`src/rtl/regs_pkg.sv`:
```
// Shared definitions for the 8 x 16-bit register file, its datapath and the
// read-side scanner (leitor_registradores).
package regs_pkg;

    localparam int unsigned DATA_W   = 16;
    localparam int unsigned ADDR_W   = 3;
    localparam int unsigned NUM_REGS = 8;
    // Range length counter must hold 1..NUM_REGS.
    localparam int unsigned CNT_W    = ADDR_W + 1;

    typedef enum logic [1:0] {
        IDLE = 2'd0,
        SCAN = 2'd1,
        DONE = 2'd2
    } scan_state_e;

    // Inclusive range length ((last - first) mod NUM_REGS) + 1; the ADDR_W-bit
    // subtraction wraps naturally through 7 -> 0.
    function automatic logic [CNT_W-1:0] range_len(input logic [ADDR_W-1:0] first,
                                                   input logic [ADDR_W-1:0] last);
        logic [ADDR_W-1:0] span;
        span = last - first;
        return CNT_W'(span) + CNT_W'(1);
    endfunction

endpackage

```
`src/rtl/leitor_registradores.sv`:
```
// leitor_registradores: sequential read-side scanner for the register file.
// On start it walks the inclusive range firstReg..lastReg (wrapping 7->0)
// through one read port and streams each value on a valid/ready interface.
// Optional feature macro: LEITOR_REGISTRADORES_CHECKSUM_EN appends an XOR
// checksum word (out_chk=1) after the last register word.
// Ports:
//   clk, rst_n           clock, async active-low reset
//   start, abort         scan request (idle only) / cancel active scan
//   firstReg, lastReg    inclusive register range
//   readReg, readData    register file read port (combinational data)
//   out_valid/out_ready  stream handshake
//   out_data, out_idx    word and its register index
//   out_last, out_chk    final word / checksum word flags
//   busy, done           not idle / one-cycle completion pulse
module leitor_registradores
    import regs_pkg::*;
(
    input  logic              clk,
    input  logic              rst_n,
    input  logic              start,
    input  logic              abort,
    input  logic [ADDR_W-1:0] firstReg,
    input  logic [ADDR_W-1:0] lastReg,
    output logic [ADDR_W-1:0] readReg,
    input  logic [DATA_W-1:0] readData,
    output logic              out_valid,
    input  logic              out_ready,
    output logic [DATA_W-1:0] out_data,
    output logic [ADDR_W-1:0] out_idx,
    output logic              out_last,
    output logic              out_chk,
    output logic              busy,
    output logic              done
);

    scan_state_e       state_q, state_d;
    logic [ADDR_W-1:0] ptr_q, ptr_d;
    logic [CNT_W-1:0]  remaining_q, remaining_d;
    logic              out_valid_q, out_valid_d;
    logic [DATA_W-1:0] out_data_q, out_data_d;
    logic [ADDR_W-1:0] out_idx_q, out_idx_d;
    logic              out_last_q, out_last_d;
    logic              busy_q, busy_d;
    logic              done_q, done_d;
    logic              hs;
    logic              chk_pending;

`ifdef LEITOR_REGISTRADORES_CHECKSUM_EN
    logic [DATA_W-1:0] acc_q, acc_d;
    logic              chk_pend_q, chk_pend_d;
    logic              out_chk_q, out_chk_d;

    assign chk_pending = chk_pend_q;
    assign out_chk     = out_chk_q;
`else
    assign chk_pending = 1'b0;
    assign out_chk     = 1'b0;
`endif

    assign readReg   = ptr_q;
    assign out_valid = out_valid_q;
    assign out_data  = out_data_q;
    assign out_idx   = out_idx_q;
    assign out_last  = out_last_q;
    assign busy      = busy_q;
    assign done      = done_q;

    // State and output registers.
    always_ff @(posedge clk or negedge rst_n) begin
        if (!rst_n) begin
            state_q     <= IDLE;
            ptr_q       <= '0;
            remaining_q <= '0;
            out_valid_q <= 1'b0;
            out_data_q  <= '0;
            out_idx_q   <= '0;
            out_last_q  <= 1'b0;
            busy_q      <= 1'b0;
            done_q      <= 1'b0;
        end else begin
            state_q     <= state_d;
            ptr_q       <= ptr_d;
            remaining_q <= remaining_d;
            out_valid_q <= out_valid_d;
            out_data_q  <= out_data_d;
            out_idx_q   <= out_idx_d;
            out_last_q  <= out_last_d;
            busy_q      <= busy_d;
            done_q      <= done_d;
        end
    end

`ifdef LEITOR_REGISTRADORES_CHECKSUM_EN
    // Checksum accumulator and checksum-word bookkeeping.
    always_ff @(posedge clk or negedge rst_n) begin
        if (!rst_n) begin
            acc_q      <= '0;
            chk_pend_q <= 1'b0;
            out_chk_q  <= 1'b0;
        end else begin
            acc_q      <= acc_d;
            chk_pend_q <= chk_pend_d;
            out_chk_q  <= out_chk_d;
        end
    end
`endif

    // Next-state and output-register logic.
    always_comb begin
        state_d     = state_q;
        ptr_d       = ptr_q;
        remaining_d = remaining_q;
        out_valid_d = out_valid_q;
        out_data_d  = out_data_q;
        out_idx_d   = out_idx_q;
        out_last_d  = out_last_q;
`ifdef LEITOR_REGISTRADORES_CHECKSUM_EN
        acc_d       = acc_q;
        chk_pend_d  = chk_pend_q;
        out_chk_d   = out_chk_q;
`endif
        hs          = out_valid_q && out_ready;

        case (state_q)
            IDLE: begin
                if (start) begin
                    ptr_d       = firstReg;
                    remaining_d = range_len(firstReg, lastReg);
                    state_d     = SCAN;
`ifdef LEITOR_REGISTRADORES_CHECKSUM_EN
                    acc_d       = '0;
                    chk_pend_d  = 1'b1;
`endif
                end
            end
            SCAN: begin
                // Abort drops any presented word and skips the done pulse.
                if (abort) begin
                    out_valid_d = 1'b0;
                    state_d     = IDLE;
                end else begin
                    if (remaining_q != '0 && (!out_valid_q || out_ready)) begin
                        out_data_d  = readData;
                        out_idx_d   = ptr_q;
                        out_valid_d = 1'b1;
`ifdef LEITOR_REGISTRADORES_CHECKSUM_EN
                        // The checksum word carries out_last instead.
                        out_last_d  = 1'b0;
                        out_chk_d   = 1'b0;
                        acc_d       = acc_q ^ readData;
`else
                        out_last_d  = (remaining_q == CNT_W'(1));
`endif
                        ptr_d       = ptr_q + ADDR_W'(1);
                        remaining_d = remaining_q - CNT_W'(1);
                    end
`ifdef LEITOR_REGISTRADORES_CHECKSUM_EN
                    else if (chk_pend_q && (!out_valid_q || out_ready)) begin
                        out_data_d  = acc_q;
                        out_idx_d   = '0;
                        out_valid_d = 1'b1;
                        out_last_d  = 1'b1;
                        out_chk_d   = 1'b1;
                        chk_pend_d  = 1'b0;
                    end
`endif
                    else if (hs) begin
                        out_valid_d = 1'b0;
                    end

                    // Final word accepted: nothing left to load.
                    if (remaining_q == '0 && !chk_pending && hs) begin
                        state_d = DONE;
                    end
                end
            end
            DONE: begin
                state_d = IDLE;
            end
            default: begin
                state_d = IDLE;
            end
        endcase

        busy_d = (state_d != IDLE);
        done_d = (state_d == DONE);
    end

endmodule

```
`config.mk`:
```
export PLATFORM = sky130hd
export DESIGN_NAME = leitor_registradores
export DESIGN_NICKNAME = d
export VERILOG_FILES = /design/src/rtl/regs_pkg.sv /design/src/rtl/leitor_registradores.sv
export SDC_FILE = /design/constraint.sdc
export NUM_CORES = 1
export LEC_CHECK = 0
export ABC_AREA = 1
export CAP_MARGIN = 20
export CORE_ASPECT_RATIO = 1.25
export CORE_MARGIN = 2
export CORE_UTILIZATION = 32
export CTS_BUF_LIST = sky130_fd_sc_hd__clkbuf_4 sky130_fd_sc_hd__clkbuf_8 sky130_fd_sc_hd__clkbuf_16
export CTS_CLUSTER_SIZE = 16
export DETAILED_ROUTE_END_ITERATION = 8
export PLACE_DENSITY = 0.64
export REMOVE_ABC_BUFFERS = 1
export SLEW_MARGIN = 20
export SYNTH_ARGS = -nofsm -noshare
export SYNTH_HDL_FRONTEND = slang
export SYNTH_SLANG_ARGS = --single-unit
```
`constraint.sdc`:
```
create_clock -name clk -period 1.5 [get_ports clk]
set_input_delay 0.15 -clock clk [delete_from_list [all_inputs] [get_ports clk]]
set_output_delay 0.15 -clock clk [all_outputs]
set_load 0.02 [all_outputs]
```
**After elaboration in Yosys (flattened, before gate mapping)**

Index checks and enable logic that the tools add are counted.

- Eq/ne operators: 6
- Muxes and demuxes: 15
- Multipliers: 0
- Reduce and logical (&&, ||, !) cells: 14
- Shifts and indexed selects: 0
- $add $sub $neg: 4
- Bitwise operators: 1
- Div/mod/pow operators: 0
- $lt $le $gt $ge: 0

Operator list:

| operator | number |
|---|---|
| two-way mux 4 bit | 3 |
| two-way mux 3 bit | 3 |
| one-hot mux 4 bit (2 select lines) | 1 |
| two-way mux 2 bit | 3 |
| inequality test 2 bit, second input constant | 3 |
| one-hot mux 3 bit (2 select lines) | 1 |
| adder 3 x 1 -> 4 bit, second input constant | 1 |
| equality test 4 x 1 -> 1 bit, second input constant | 1 |
| logical NOT 4 bit | 1 |
| one-hot mux 2 bit (2 select lines) | 1 |
| AND reduction 4 bit | 1 |
| nonzero test 2 bit | 2 |
| nonzero test 4 bit | 1 |
| subtractor 4 x 1 -> 4 bit, second input constant | 1 |
| adder 3 x 1 -> 3 bit, second input constant | 1 |
| logical AND 1 bit | 3 |
| two-way mux 1 bit | 3 |
| AND reduction 3 bit | 1 |
| nonzero test 3 bit | 1 |
| subtractor 3 bit | 1 |
| equality test 2 x 1 -> 1 bit, second input constant | 1 |
| equality test 2 bit, second input constant | 1 |
| logical NOT 2 bit | 1 |
| AND reduction 2 bit | 1 |
| 3 further kinds | 3 |

- Register bits after elaboration: 32
- Bits in read-only memories: 0
- RAM bits: 0
- Bits in latches: 0
- Output and inout bits: 27
- Input bits: 27
- Memories kept: 0
- Word-level logic and storage cells: 49

**Logic depth before layout (Yosys ltp)**

- Depth in word-level cells: 6
- Depth in mapped cells: 11
- Depth with buffers taken out: 11

**Worst setup path before layout**

No wires, ideal clock.

- Path kind: input port to flip-flop
- From: input lastReg[0]
- To: register remaining_q[1]
- Path buffers: 0
- Data arrival time: 1315 ps
- Stages: 7
- Setup slack: 56 ps
- Cell sequence: inv_1 -> ha_1 -> inv_1 -> fa_1 -> ha_1 -> o211ai_2 -> o21ai_0

- Word-level cells in the longest chain between the ends: 4

Ends and longest elaborated chain:

| what | RTL line | source |
|---|---|---|
| from (decl) | leitor_registradores.sv:23 | `input logic [ADDR_W-1:0] lastReg,` |
| subtractor 3 bit | regs_pkg.sv:22 | `span = last - first;` |
| adder 3 x 1 -> 4 bit | regs_pkg.sv:23 | `return CNT_W'(span) + CNT_W'(1);` |
| two-way mux 4 bit | leitor_registradores.sv:126 | `if (start) begin` |
| one-hot mux 4 bit (2 select lines) | leitor_registradores.sv:124 | `case (state_q)` |
| to (signal assigned) | leitor_registradores.sv:83 | `remaining_q <= remaining_d;` |
| to (decl) | leitor_registradores.sv:38 | `logic [CNT_W-1:0] remaining_q, remaining_d;` |

No other way between the ends. The select of a mux whose other input is x is not followed.
A chain may end at the register's enable or synchronous reset.

**Worst setup path after layout**

- From: register ptr_q[2] (netlist: readReg[2])
- To: output readReg[2]

RTL lines:

| what | RTL line | source |
|---|---|---|
| from (decl) | leitor_registradores.sv:37 | `logic [ADDR_W-1:0] ptr_q, ptr_d;` |
| from (signal assigned) | leitor_registradores.sv:82 | `ptr_q <= ptr_d;` |
| to (decl) | leitor_registradores.sv:24 | `output logic [ADDR_W-1:0] readReg,` |

No word-level cell between the ends.

==> impl_metrics.csv <==
group,metric,value,unit
grt,grt_pass1_wl,5.471,mm
timing,period_minus_slack,1414,ps
power_and_ir_drop,power.leakage,1.163,nW
synth,syn_inst,191,
synth,synth_seq_area_share,0.5031,
timing,layout_setup_ws,86.13,ps
synth,syn_avg_cell_area,8.333,um2
finish,finalNonFillerCells,314,
placed_design,pre_cts_ws,-470.1,ps
setup_path,start_kind,"register",
detailed_routing,vias,1370,
setup_path,crit_path_end_kind,"primary output",
finish,nFillCells,461,
placed_design,place.gp.congestion,0.7435,
power_and_ir_drop,ir_worst_vdd,582.7,uV
placed_design,dp_hpwl,2.452,mm
detailed_routing,antenna_left,0,
floorplan,fp-row-count,28,
worst_hold_path,hp-class,"input pin to async pin",
setup_path,cp_top_family,"buffers and inverters",
finish,synthToLayoutAreaGrowth,48.03,%
setup_path,reg2reg_depth,6,
placed_design,portBuffers,52,
placed_design,dp.cells,306,
detailed_routing,wl_per_cell,10.29,um
grt,grtUsageMet1,0.1537,
grt,busiest_layer,"met2",
clocking,clk_pin_slew,60,ps
clocking,clk_path_buf_depth,2,
synth,ys_types,23,
finish,n_antenna_cell,0,
setup_path,path_cells,"clkdlybuf4s50_1",
setup_path,slowest_stage,"clkdlybuf4s50_1",
setup_path,slowest_delay,620,ps
clocking,htreeDepth,2,
setup_path,timing.rr.start,"remaining_q[0]$_DFFE_PN0P_",
floorplan,die_y,82.85,um
clocking,clock_sinks,32,
detailed_routing,drt_wl_total,3.231,mm
clocking,clk_latency,270,ps
detailed_routing,post-route-drc-count,0,
timing,fmax,0.7073,GHz
clocking,cts_tree,"built",
setup_path,reg2reg_slack,130,ps
detailed_routing,drt_iter0_drc,25,
floorplan,dieWidth,67.08,um
floorplan,fp.coreArea,0.004765,mm2
run,drv_cap,0,
grt,overflow,0,
synth,ys_seq_elements,32,
setup_path,r2r-end,"out_idx[0]$_DFFE_PN0P_",
floorplan,die_area,0.005557,mm2
setup_path,path_class,"register to primary output",
grt,grt_max_degree,33,
timing,finClkSkew,6.031,ps
setup_path,required,1350,ps
grt,grt_usage,0.1268,
timing,setup_violations,0,
detailed_routing,via_per_inst,4.363,
synth,yosys_warnings,0,
detailed_routing,first_pass_iters,4,
setup_path,cp_data_arrival_time,1260,ps
power_and_ir_drop,power.density,1840,mW/mm2
grt,grtUsageMet2,0.2052,
finish,layout-drive-gt1-share,0.1378,
floorplan,ios,54,
grt,use_met3,0.03930,
finish,final_nets,286,
timing,hold_viol_final,0,
floorplan,start_util,0.3340,
grt,grt_pass1_vias,1242,
setup_path,cp_max_fo,3,
clocking,cts-root-buf,"clkbuf_8",
grt,antenna_found_initial,0,
setup_path,critPathBufInv,1,
outcome,status,"completed",
timing,fin_crit_sh,0.9426,
timing,drv_slew,0,
finish,utilization,0.4945,
synth,synth_area,0.001592,mm2
clocking,cts_made_buffers,5,
## routing by layer
metal / up-vias / routed length [um]
li1: 718 / -
met1: 612 / 1419
met2: 34 / 1550
met3: 6 / 210
met4: 0 / 52
met5: - / 0
## cell usage in the layout, fill, tap and decap left out, drive strengths merged
master	n
a21oi	8
buf	9
clkbuf	8
clkdlybuf4s50	47
conb	1
dfrtp	32
dlygate4sd2	3
dlymetal6s2s	2
fa	1
ha	5
inv	23
nand2	78
nand3	9
nand4	1
nor2	10
nor3	1
nor3b	1
o211ai	2
o21ai	13
## synthesized netlist by cell type (all sizes together)
cell type,number,share of area
a21oi,8,0.028
inv,23,0.054
buf,6,0.028
nor3b,1,0.0047
ha,5,0.039
o211ai,2,0.016
conb,1,0.0024
nor2,10,0.033
fa,1,0.013
nand4,1,0.0039
nor3,1,0.0031
dfrtp,32,0.50
nand3,9,0.044
o21ai,13,0.041
nand2,78,0.19
## timing repair
item,CTS,global route
endpoints found under the hold margin,0,0
pin swaps,3,1
setup buffers,0,0
hold buffers,0,0
endpoints found under the setup margin,4,23
resized for setup,8,8
## per-stage QoR
| stage | hold WS, ps | setup TNS [ps] | area (um2) | power (mW) |
|---|---|---|---|---|
| 2_1_floorplan | -145.6 | 0 | 1546 | 2.618 |
| 3_3_place_gp | 463.7 | -1063 | 2222 | 3.608 |
| 3_5_place_dp | 465.8 | -1184 | 2222 | 3.638 |
| 4_1_cts | 283.4 | 0 | 2321 | 4.370 |
| 5_1_grt | 325.5 | -1.017 | 2356 | 4.692 |
| 6_report | 264.4 | 0 | 2356 | 4.336 |
## flip-flops by register name (all words and copies together), names as in the netlist, 2 cells and up
register,cells
out_idx,3
out_data,16
remaining_q,4
state_q,2
readReg,3
## cells by family (layout without fill, tap and decap cells)
group / after synthesis / in the layout / synth area share
other cells: 1 / 1 / 0.002356
flops: 32 / 32 / 0.5031
buf+inv: 29 / 92 / 0.08255
simple gates: 100 / 100 / 0.2759
fa+ha+maj: 6 / 6 / 0.05189
compound gates: 23 / 23 / 0.08411
## final cells by class
type                            count  area (um2)  area share
Clock buffer                        8       97.59     0.04142
Inverter                           23       86.33     0.03664
Multi-Input combinational cell    130       694.4      0.2947
Sequential cell                    32       800.8      0.3399
Tap cell                           60       75.07     0.03186
Timing Repair Buffer               61       601.8      0.2554
## worst max path at each step
stage,to,startpoint,slack (ps),cells after the start
floorplan,readReg[2]$_DFFE_PN0P_,remaining_q[0]$_DFFE_PN0P_,20,8
detailed placement,remaining_q[1]$_DFFE_PN0P_,firstReg[0],-470,7
CTS,readReg[1]$_DFFE_PN0P_,remaining_q[0]$_DFFE_PN0P_,20,8
finish,readReg[2],readReg[2]$_DFFE_PN0P_,90,1
global route,out_idx[1]$_DFFE_PN0P_,remaining_q[0]$_DFFE_PN0P_,-1,7
global placement,remaining_q[1]$_DFFE_PN0P_,lastReg[0],-430,8
## power by group
group	total (mW)	internal (mW)	switching, mW
combinational	2.19	1.03	1.16
clock	0.694	0.410	0.284
sequential	1.45	1.23	0.215
Note: power is estimated with default switching activity, not from simulation.
==> variant (same flow settings) <==
Take the reset off `out_data_q` and load it in a clocked block of its own.
--- a/src/rtl/leitor_registradores.sv
+++ b/src/rtl/leitor_registradores.sv
@@ -72,7 +72,6 @@
             ptr_q       <= '0;
             remaining_q <= '0;
             out_valid_q <= 1'b0;
-            out_data_q  <= '0;
             out_idx_q   <= '0;
             out_last_q  <= 1'b0;
             busy_q      <= 1'b0;
@@ -82,12 +81,15 @@
             ptr_q       <= ptr_d;
             remaining_q <= remaining_d;
             out_valid_q <= out_valid_d;
-            out_data_q  <= out_data_d;
             out_idx_q   <= out_idx_d;
             out_last_q  <= out_last_d;
             busy_q      <= busy_d;
             done_q      <= done_d;
         end
+    end
+
+    always_ff @(posedge clk) begin
+        out_data_q <= out_data_d;
     end
 
 `ifdef LEITOR_REGISTRADORES_CHECKSUM_EN
Formal check against the unedited RTL: differs if rst_n is asserted again (counterexample within 4 cycles, from zero or initial values and one cycle with rst_n low); with rst_n held inactive, the same outputs for 10 cycles.
==> variant against the unedited design <==
  * Setup slack got worse by 37 ps
  * Synthesized area fell by 7.9%
  * Sequential cell count did not move
  * Design area fell by 4.0%
  * Sequential share of layout area rose by 5.0 points
  * Critical path depth did not move
  * Power fell by 21%
  * First-iteration DRC count rose by 140%
  * Wire length fell by 9.5%
==> variant: results (changes against the unedited design) <==
* Synth async-reset ratio at 50.0% (-50 points)
* Met2 wire length at 1440 µm (-7.0%)
* Adder-cell share of the synthesized area at 5.63% (+0.44 points)
* Post-route worst hold slack at 181 ps (-83.8 ps)
* Largest net degree at the start of global routing at 19 (-42%)
* End point of the critical path: out_valid
* Worst setup slack for register-to-register paths at 80 ps (-50 ps)
* Met3 routed wirelength at 248 µm (+18%)
* Peak supply drop at 424 µV (-27%)
* Filler cell count in the final layout at 405 (-12%)
* GRT Overall Usage at 12.4% (-0.27 points)
* Fraction of layout cells with a size suffix above 1 at 20.0% (+6.2 points)
* # placed instances at 259 (-15%)
* Ranking of synthesized cells by area: sky130_fd_sc_hd__edfxtp_1 (33%), sky130_fd_sc_hd__dfrtp_1 (27%), sky130_fd_sc_hd__nand2_1 (9.0%)
* Via count of the routed design at 1,167 (-15%)
* Cell area after placement at 0.00213 mm² (-4.2%)
* Arrival @ worst endpoint at 1300 ps (+40 ps)
* Worst Path Max Fanout at 5 (+2)
* Clock skew after layout at 5.36 ps (-0.672 ps)
* Top cell types by occurrence after synthesis: sky130_fd_sc_hd__nand2_1 (35), sky130_fd_sc_hd__inv_1 (17), sky130_fd_sc_hd__dfrtp_1 (16), sky130_fd_sc_hd__edfxtp_1 (16), sky130_fd_sc_hd__o21ai_0 (8)
* Most instantiated flip-flop cell in the synthesis netlist: sky130_fd_sc_hd__edfxtp_1
* Gp weighted congestion at 0.778 (+4.7%)
* Number of global-route vias before repair at 1,100 (-11%)
* Fraction of power consumed by sequential logic at 38.1% (+4.7 points)
* WL/cell at 10.9 µm (+6.1%)
* Final cycle utilization of the critical path at 96.7% (+2.5 points)
* Met1 Routed Length at 1180 µm (-17%)
* Internal cell power at 2220 µW (-17%)
* Clock group share of total power at 17.9% (+1.9 points)
* Outcome: finished, final reports clean
* Starting DRC count in detailed routing at 59 (+140%)
* Reported leakage power at 0.000995 µW (-14%)
* R2r endpoint: out_data[4]$_DFFE_PP_
==> variant: cell count changes after synthesis, moves of 2 or more <==
cell	before	now
sky130_fd_sc_hd__o21ai_0	10	8
sky130_fd_sc_hd__buf_2	3	0
sky130_fd_sc_hd__inv_1	21	17
sky130_fd_sc_hd__nand2_1	76	35
sky130_fd_sc_hd__dfrtp_1	32	16
sky130_fd_sc_hd__inv_2	2	4
sky130_fd_sc_hd__o211ai_2	2	0
sky130_fd_sc_hd__o21ai_1	3	1
sky130_fd_sc_hd__o21ai_2	0	2
sky130_fd_sc_hd__nor2_2	0	2
sky130_fd_sc_hd__edfxtp_1	0	16
==> variant: layout make-up <==
class | count | area share [%]
tap | 58 | 3.21
clock buffer | 6 | 3.38
sequential | 32 | 39.0
timing repair buffer | 64 | 28.2
multi-input combinational | 86 | 22.6
inverter | 21 | 3.49
clock inverter | 1 | 0.221
==> variant: timing repair <==
item | in CTS | in global routing
setup endpoints to repair | 4 | 19
gates resized for setup | 7 | 12
gates cloned | 0 | 2
pin swaps | 3 | 4
